[src/rtl/iq_boxcar_integrator_pkg.sv]
// iq_boxcar_integrator_pkg: shared state encodings, default widths and width check.
package iq_boxcar_integrator_pkg;
    typedef enum logic [1:0] {IDLE = 2'd0, ACCUM = 2'd1, DONE = 2'd2} state_t;
    localparam int DEF_INPUT_WIDTH = 16;
    localparam int DEF_LEN_WIDTH = 10;
    localparam int DEF_ACC_WIDTH = 32;
    localparam int DEF_ACC_MARGIN = DEF_ACC_WIDTH - DEF_INPUT_WIDTH - DEF_LEN_WIDTH;
    function automatic int acc_margin(input int acc_w, input int in_w, input int len_w);
        return acc_w - in_w - len_w;
    endfunction
endpackage

[src/rtl/iq_acc_lane.sv]
// iq_acc_lane: signed clear/enable accumulator with a capture register for the final sum.
module iq_acc_lane #(
    parameter int IN_W = 16,
    parameter int ACC_W = 32
) (
    input  logic                    clk,
    input  logic                    rst_n,
    input  logic                    clr,
    input  logic                    en,
    input  logic                    cap,
    input  logic signed [IN_W-1:0]  din,
    output logic signed [ACC_W-1:0] fin,
    output logic signed [ACC_W-1:0] sum
);
    logic signed [ACC_W-1:0] acc;
    // fin already includes the current sample, so capture can share the edge of the last sample
    assign fin = acc + ACC_W'(din);
    always_ff @(posedge clk or negedge rst_n) begin
        if (!rst_n) begin
            acc <= '0;
            sum <= '0;
        end else begin
            if (clr) acc <= '0;
            else if (en) acc <= fin;
            if (cap) sum <= fin;
        end
    end
endmodule

[src/rtl/iq_boxcar_integrator.sv]
// iq_boxcar_integrator: boxcar-integrates i/q samples over a start-triggered window.
// Define IQ_INTEG_DISC_EN to add the disc_thresh / state_bit discriminator.
module iq_boxcar_integrator
    import iq_boxcar_integrator_pkg::*;
#(
    parameter int INPUT_WIDTH = DEF_INPUT_WIDTH,
    parameter int LEN_WIDTH = DEF_LEN_WIDTH,
    parameter int ACC_WIDTH = DEF_ACC_WIDTH
) (
    input  logic                        clk,
    input  logic                        rst_n,
    input  logic                        start,
    input  logic [LEN_WIDTH-1:0]        int_len,
    input  logic                        in_valid,
    input  logic signed [INPUT_WIDTH-1:0] i_in,
    input  logic signed [INPUT_WIDTH-1:0] q_in,
    output logic                        busy,
    output logic                        out_valid,
    input  logic                        out_ready,
    output logic signed [ACC_WIDTH-1:0] i_sum,
    output logic signed [ACC_WIDTH-1:0] q_sum
`ifdef IQ_INTEG_DISC_EN
    ,
    input  logic signed [ACC_WIDTH-1:0] disc_thresh,
    output logic                        state_bit
`endif
);
    if (acc_margin(ACC_WIDTH, INPUT_WIDTH, LEN_WIDTH) < 0) begin : g_width_check
        $error("ACC_WIDTH must be >= INPUT_WIDTH + LEN_WIDTH");
    end
    state_t state, state_nxt;
    logic [LEN_WIDTH-1:0] cnt, len;
    logic start_ok, accept, last, unused;
    logic signed [ACC_WIDTH-1:0] i_fin, q_fin;
    assign start_ok = state == IDLE && start && int_len != '0;
    assign accept = state == ACCUM && in_valid;
    assign last = accept && LEN_WIDTH'(cnt + LEN_WIDTH'(1)) == len;
    assign busy = state != IDLE;
    assign out_valid = state == DONE;
    always_comb begin
        state_nxt = state;
        case (state)
            IDLE:    if (start_ok) state_nxt = ACCUM;
            ACCUM:   if (last) state_nxt = DONE;
            DONE:    if (out_ready) state_nxt = IDLE;
            default: state_nxt = IDLE;
        endcase
    end
    always_ff @(posedge clk or negedge rst_n) begin
        if (!rst_n) begin
            state <= IDLE;
            cnt <= '0;
            len <= '0;
        end else begin
            state <= state_nxt;
            cnt <= start_ok ? '0 : accept ? cnt + LEN_WIDTH'(1) : cnt;
            len <= start_ok ? int_len : len;
        end
    end
    iq_acc_lane #(.IN_W(INPUT_WIDTH), .ACC_W(ACC_WIDTH)) u_lane_i (
        .clk(clk), .rst_n(rst_n), .clr(start_ok), .en(accept), .cap(last),
        .din(i_in), .fin(i_fin), .sum(i_sum)
    );
    iq_acc_lane #(.IN_W(INPUT_WIDTH), .ACC_W(ACC_WIDTH)) u_lane_q (
        .clk(clk), .rst_n(rst_n), .clr(start_ok), .en(accept), .cap(last),
        .din(q_in), .fin(q_fin), .sum(q_sum)
    );
`ifdef IQ_INTEG_DISC_EN
    assign unused = ^q_fin;
    always_ff @(posedge clk or negedge rst_n) begin
        if (!rst_n) state_bit <= 1'b0;
        else if (last) state_bit <= i_fin > disc_thresh;
    end
`else
    assign unused = ^{i_fin, q_fin};
`endif
endmodule

[config.mk]
export PLATFORM = sky130hd
export DESIGN_NAME = iq_boxcar_integrator
export DESIGN_NICKNAME = d
export VERILOG_FILES = /design/src/rtl/iq_boxcar_integrator_pkg.sv /design/src/rtl/iq_acc_lane.sv /design/src/rtl/iq_boxcar_integrator.sv
export SDC_FILE = /design/constraint.sdc
export NUM_CORES = 1
export LEC_CHECK = 0
export ABC_AREA = 1
export BUFFER_PORTS_ARGS = -buffer_cell sky130_fd_sc_hd__buf_4
export CAP_MARGIN = 20
export CORE_MARGIN = 2
export CORE_UTILIZATION = 45
export CTS_CLUSTER_DIAMETER = 200
export DETAILED_ROUTE_END_ITERATION = 8
export HOLD_SLACK_MARGIN = 0.1
export PLACE_DENSITY = 0.6
export SLEW_MARGIN = 40
export SYNTH_ARGS = -nofsm -noshare
export SYNTH_HDL_FRONTEND = slang
export SYNTH_HIERARCHICAL = 1
export SYNTH_SLANG_ARGS = --single-unit
[constraint.sdc]
create_clock -name clk -period 3.5 [get_ports clk]
set_input_delay 0.175 -clock clk [delete_from_list [all_inputs] [get_ports clk]]
set_output_delay 0.175 -clock clk [all_outputs]
set_load 0.05 [all_outputs]
==> results_dict.tcl, run 1 <==
set metrics [dict create \
    synthesis.instances 1677 \
    cts_tree "yes" \
    rsz0062_at_grt "false" \
    relSlewSlack_pct 66.8 \
    worst_path_largest_cell_delay_ns 0.52 \
    cts.sinks 150 \
    met1_usage_pct 29.3 \
    synth_area_um2 10800 \
    worst_slew_pin_slew_ns 0.497 \
    initialDrtViolationCount 477 \
    min_period_ns 3.02 \
    cp.required_ns 3.81 \
    drt-vias-per-instance 4.83 \
    rr_startpoint "cnt[0]$_DFFE_PN0P_" \
    status "completed" \
    clock_skew_ns 0.0145 \
    die_area_um2 25200 \
    cp_cell_sequence "ha_1 -> xnor2_1 -> nand2_1 -> nor2_1 -> nand2_1 -> nor2_1 -> nand4_1 -> nor2_4 -> clkinvlp_4 -> buf_4 -> nand2_1 -> nand2_1" \
    path_clk_slew_ns 0.07 \
    cts_max_level 4 \
    grt-ovfl-total 0 \
    die_h_um 159 \
    drv_slew 0 \
    track_usage_pct 24.0 \
    yosys_warnings 6 \
    fin_tns_setup_ns 0 \
    syn_nets 1789 \
    antenna_found_initial 0 \
    ioPinCount 113 \
    final_nets 1917 \
    antenna_left 0 \
    grt_pass1_wl_um 49400 \
    coreArea_um2 23500 \
    syn_avg_cell_area_um2 6.44 \
    hold_start "q_in[0]" \
    cp.arrival_ns 3.32 \
    cp-start-kind "flop" \
    drv_cap 0 \
    place.gp.congestion 0.920 \
    gr-usage-met2_pct 44.3 \
    grt_use_met3_pct 3.61 \
    pwr_density_cell_nw_per_um2 953 \
    fillCellCount 2417 \
    finalCritPeriodShare_pct 86.2 \
    seqCellArea_um2 3750 \
    crit_path_frequent_cell "nand2_1" \
    reg2reg_to "u_lane_i/sum[24]$_DFFE_PN0P_" \
    worst-r2r-setup-slack_ns 0.48 \
    busiest_layer "met2" \
    criticalPathCategory "reg2reg" \
    cp_max_fo 25 \
    leakage_nw 7.61 \
    numCtsBuffers 17 \
    hold_path_class "in2reg" \
    cts_root_buf "clkbuf_16" \
    peakVddDrop_v 0.000369 \
    area_delta_synth_final_pct 18.2 \
    first_global_vias 10249 \
    floorplan.die.width_um 159 \
    setup_violations 0 \
    grt_max_degree 99 \
    crit_family "simple AND/OR/NAND/NOR gates" \
    dp_hpwl_um 22700 \
    port_buffers 112 \
    max_clock_freq_ghz 0.332 \
    drive_above_1_share_pct 10.8 \
    cp_slowest_cell "clkinvlp_4" \
    wl_per_cell_um 14.0 \
    initial_utilization_pct 45.9 \
    hold_violations 0 \
    dpl-instance-area_um2 12000 \
    drc_errors 0 \
    wl_um 30000 \
    drt_first_pass_iters 5 \
    end_kind "flop" \
    hold_depth 4 \
    rows 56 \
    vias 10327 \
    cp.buffers_inverters 2 \
    n_antenna_cell 0 \
    cts.path.max_buffers 2 \
    clkLatencyLatePin_ns 0.42 \
    stdcell_area_um2 12800 \
    multi_input_area_um2 5920 \
    r2r_cells 12 \
    hold_end "u_lane_q/acc[0]$_DFFE_PN0P_" \
]
[layout by cell type, fill, tap and decap left out, drive strengths merged]
cell	count
nor2	96
dlygate4sd3	12
nand2	779
a21oi	40
xor2	24
o22ai	8
clkinv	7
nor3	9
nand4	4
nor4	2
buf	121
nand3b	11
a21o	2
clkinvlp	4
o21bai	4
dfrtp	150
fa	2
nand3	121
and2	1
xnor2	10
bufinv	2
or2	2
o21ai	49
ha	63
inv	274
clkbuf	21
[through the flow]
step,power (mW),utilization (%),worst slack [ns],instances,hold WS [ns]
4_1_cts,12.2,54.1,0.568,2136,0.145
3_3_place_gp,10.2,51.1,0.660,2092,0.347
5_1_grt,13.2,54.2,0.206,2137,0.195
2_1_floorplan,8.34,-,1.22,1677,-0.121
3_5_place_dp,10.3,51.1,0.593,2092,0.272
6_report,12.2,54.2,0.485,2137,0.163
[cell type report]
cell class                 instances  share of cell area [%]
sequential                       150                    29.4
timing repair buffer             133                    8.37
multi-input combinational       1227                    46.4
inverter                         276                    8.15
clock buffer                      21                    3.53
clock inverter                    11                    1.00
tap                              319                    3.13
[metal layers]
layer	up-vias	part of all wire (%)
met2	185	50
li1	5357	-
met4	0	1.8
met5	-	0
met3	31	3.0
met1	4754	45
[tightest hold or removal path, stage by stage]
cell and delay (ns):
buf_4 0.08, ha_1 0.11, inv_1 0.04, o21ai_0 0.14
[timing repair]
item / in CTS / in global routing
hold buffers: 12 / 0
setup buffers: 0 / 0
setup endpoints to repair: 0 / 18
endpoints found under the hold margin: 108 / 0
resized for setup: 0 / 1
[registers in the layout, summed over array words and instances (netlist names)]
name	cells
u_lane_q/acc	32
u_lane_i/acc	32
u_lane_i/sum	32
len	10
state	2
cnt	10
u_lane_q/sum	32
[worst max-delay path by stage]
stage | start | to | slack (ns) | cells past startpoint
5_1_grt | cnt[0]$_DFFE_PN0P_ | u_lane_i/sum[18]$_DFFE_PN0P_ | 0.21 | 12
2_1_floorplan | cnt[0]$_DFFE_PN0P_ | u_lane_i/sum[10]$_DFFE_PN0P_ | 1.22 | 12
6_report | cnt[0]$_DFFE_PN0P_ | u_lane_i/sum[24]$_DFFE_PN0P_ | 0.48 | 12
3_5_place_dp | cnt[0]$_DFFE_PN0P_ | u_lane_i/sum[19]$_DFFE_PN0P_ | 0.59 | 12
3_3_place_gp | cnt[0]$_DFFE_PN0P_ | u_lane_i/sum[18]$_DFFE_PN0P_ | 0.66 | 12
4_1_cts | cnt[0]$_DFFE_PN0P_ | u_lane_i/sum[9]$_DFFE_PN0P_ | 0.57 | 12
[report_power, final]
| group | internal, mW | switching, mW |
|---|---|---|
| Sequential | 2.53 | 0.529 |
| Combinational | 2.33 | 4.93 |
| Clock | 1.07 | 0.759 |
Power figures use the tool's default switching activity.
==> inputs of run 2 (changes only) <==
--- a/config.mk
+++ b/config.mk
@@ -6,14 +6,14 @@
 export NUM_CORES = 1
 export LEC_CHECK = 0
 export ABC_AREA = 1
-export BUFFER_PORTS_ARGS = -buffer_cell sky130_fd_sc_hd__buf_4
 export CAP_MARGIN = 20
 export CORE_MARGIN = 2
-export CORE_UTILIZATION = 45
+export CORE_UTILIZATION = 50
 export CTS_CLUSTER_DIAMETER = 200
 export DETAILED_ROUTE_END_ITERATION = 8
+export DONT_BUFFER_PORTS = 1
 export HOLD_SLACK_MARGIN = 0.1
-export PLACE_DENSITY = 0.6
+export PLACE_DENSITY = 0.61
 export SLEW_MARGIN = 40
 export SYNTH_ARGS = -nofsm -noshare
 export SYNTH_HDL_FRONTEND = slang
==> results_dict.tcl, run 2 (synthesized netlist as in run 1, its figures left out) <==
set metrics [dict create \
    status "finished, violations left" \
    violations "hold timing" \
    seq_power_share_pct 36.8 \
    cp.arrival_ns 2.90 \
    drive_above_1_share_pct 4.92 \
    coreArea_um2 21100 \
    drt_first_pass_iters 5 \
    fin_cells 1982 \
    min_period_ns 2.62 \
    totalPowerFinal_mw 11.5 \
    worst_slew_pin_slew_ns 0.586 \
    final_common_cell "nand2_1" \
    finalCritPeriodShare_pct 74.9 \
    ioPinCount 113 \
    power_frac_comb_pct 47.3 \
    drt-vias-per-instance 4.93 \
    floorplan.die.width_um 151 \
    wl_per_cell_um 14.2 \
    die_h_um 151 \
    cts_max_level 4 \
    leakage_nw 7.02 \
    port_buffers 0 \
    vias 9779 \
    intPower_mw 5.46 \
    fin_hold_ws_ns -0.562 \
    post-route-util_pct 56.2 \
    cts_tree "yes" \
    grt-ovfl-total 0 \
    relSlewSlack_pct 60.9 \
    layout_setup_ws_ns 0.878 \
    die_area_um2 22800 \
    pwr_density_cell_nw_per_um2 972 \
    drv_slew 0 \
    cp.required_ns 3.78 \
    power_switching_mw 6.05 \
    end_kind "flop" \
    n_antenna_cell 0 \
    dpl-instance-area_um2 11100 \
    cts.path.max_buffers 2 \
    grt_max_degree 151 \
    hold_violations 150 \
    criticalPathCategory "reg2reg" \
    final_nets 1808 \
    clkLatencyLatePin_ns 0.43 \
    cp-start-kind "flop" \
    placed_cells 1936 \
    drc_errors 0 \
    rsz0062_at_grt "false" \
    cts_root_buf "clkbuf_16" \
    fillCellCount 2100 \
    place.gp.congestion 0.925 \
    path_clk_slew_ns 0.07 \
    ctsHoldBuffers 16 \
    dp_hpwl_um 21300 \
    numCtsBuffers 17 \
    wl_um 28000 \
    initialDrtViolationCount 529 \
    first_global_vias 9538 \
    sw_frac_of_total_pct 52.5 \
    cts.sinks 150 \
    mostFrequentLayoutCells "nand2_1 (762), inv_1 (273), dfrtp_1 (150)" \
    drv_cap 0 \
    grt_pass1_wl_um 46400 \
    post-place-ws_ns 0.905 \
    setup_violations 0 \
    postCtsSetupRepairBufs 0 \
    stdcell_area_um2 11800 \
    rows 53 \
    fin_tns_setup_ns 0 \
    initial_utilization_pct 51.2 \
    peakVddDrop_v 0.000470 \
    hold_path_class "in2async" \
    p_clk_share_pct 15.8 \
    cp_max_fo 23 \
    antenna_left 0 \
    track_usage_pct 25.9 \
    clock_skew_ns 0.0145 \
    area_delta_synth_final_pct 9.74 \
    antenna_found_initial 0 \
    max_clock_freq_ghz 0.381 \
]
## run 2: power groups by stage
stage	logic [mW]	clock network (mW)	registers [mW]
floorplan	4.26	0	4.08
global placement	5.34	0	4.27
detailed placement	5.41	0	4.26
CTS	5.45	1.87	4.25
global route	6.29	1.94	4.34
finish	5.45	1.82	4.24
## run 2: path summary, 6_finish.rpt
check	startpoint	endpoint	slack (ns)	depth (start not counted)
worst max-delay path	state[0]$_DFFE_PN0P_	u_lane_q/acc[10]$_DFFE_PN0P_	0.88	8
worst min-delay path	rst_n	u_lane_q/sum[17]$_DFFE_PN0P_	-0.56	0
worst max register to register	state[0]$_DFFE_PN0P_	u_lane_q/acc[10]$_DFFE_PN0P_	0.88	8
worst min register to register	u_lane_q/acc[9]$_DFFE_PN0P_	u_lane_q/acc[9]$_DFFE_PN0P_	0.48	2
max in group asynchronous	rst_n	u_lane_i/sum[17]$_DFFE_PN0P_	3.83	0
min in group clk	i_in[1]	u_lane_i/sum[1]$_DFFE_PN0P_	0.12	3
## run 2: worst max-delay path, cell delays in order (launching register included)
cell and delay, ns:
dfrtp_1 0.40, or2_2 0.42, nor2_1 0.13, nand2_1 0.26
inv_1 0.47, nor2_1 0.10, buf_4 0.25, inv_1 0.27
o21ai_0 0.16
## run 2: area by class of cell
type,count,area (um^2),area share [%]
multi-input combinational,1227,5920,50.0
sequential,150,3750,31.7
inverter,276,1040,8.75
clock buffer,19,443,3.74
tap,275,344,2.90
timing repair buffer,24,220,1.86
clock inverter,11,128,1.08
## run 2: what timing repair did
item / in CTS / in global routing
endpoints found under the hold margin: 169 / 150
setup endpoints to repair: 0 / 0
resized for setup: 0 / 0
## run 2: layer usage
| layer | global-route usage (%) | vias to the layer above | routed length (um) |
|---|---|---|---|
| li1 | - | 5151 | - |
| met4 | 8.50 | 0 | 673 |
| met3 | 4.34 | 39 | 1190 |
| met1 | 32.0 | 4412 | 12500 |
| met5 | 0 | - | 0 |
| met2 | 45.9 | 177 | 13700 |
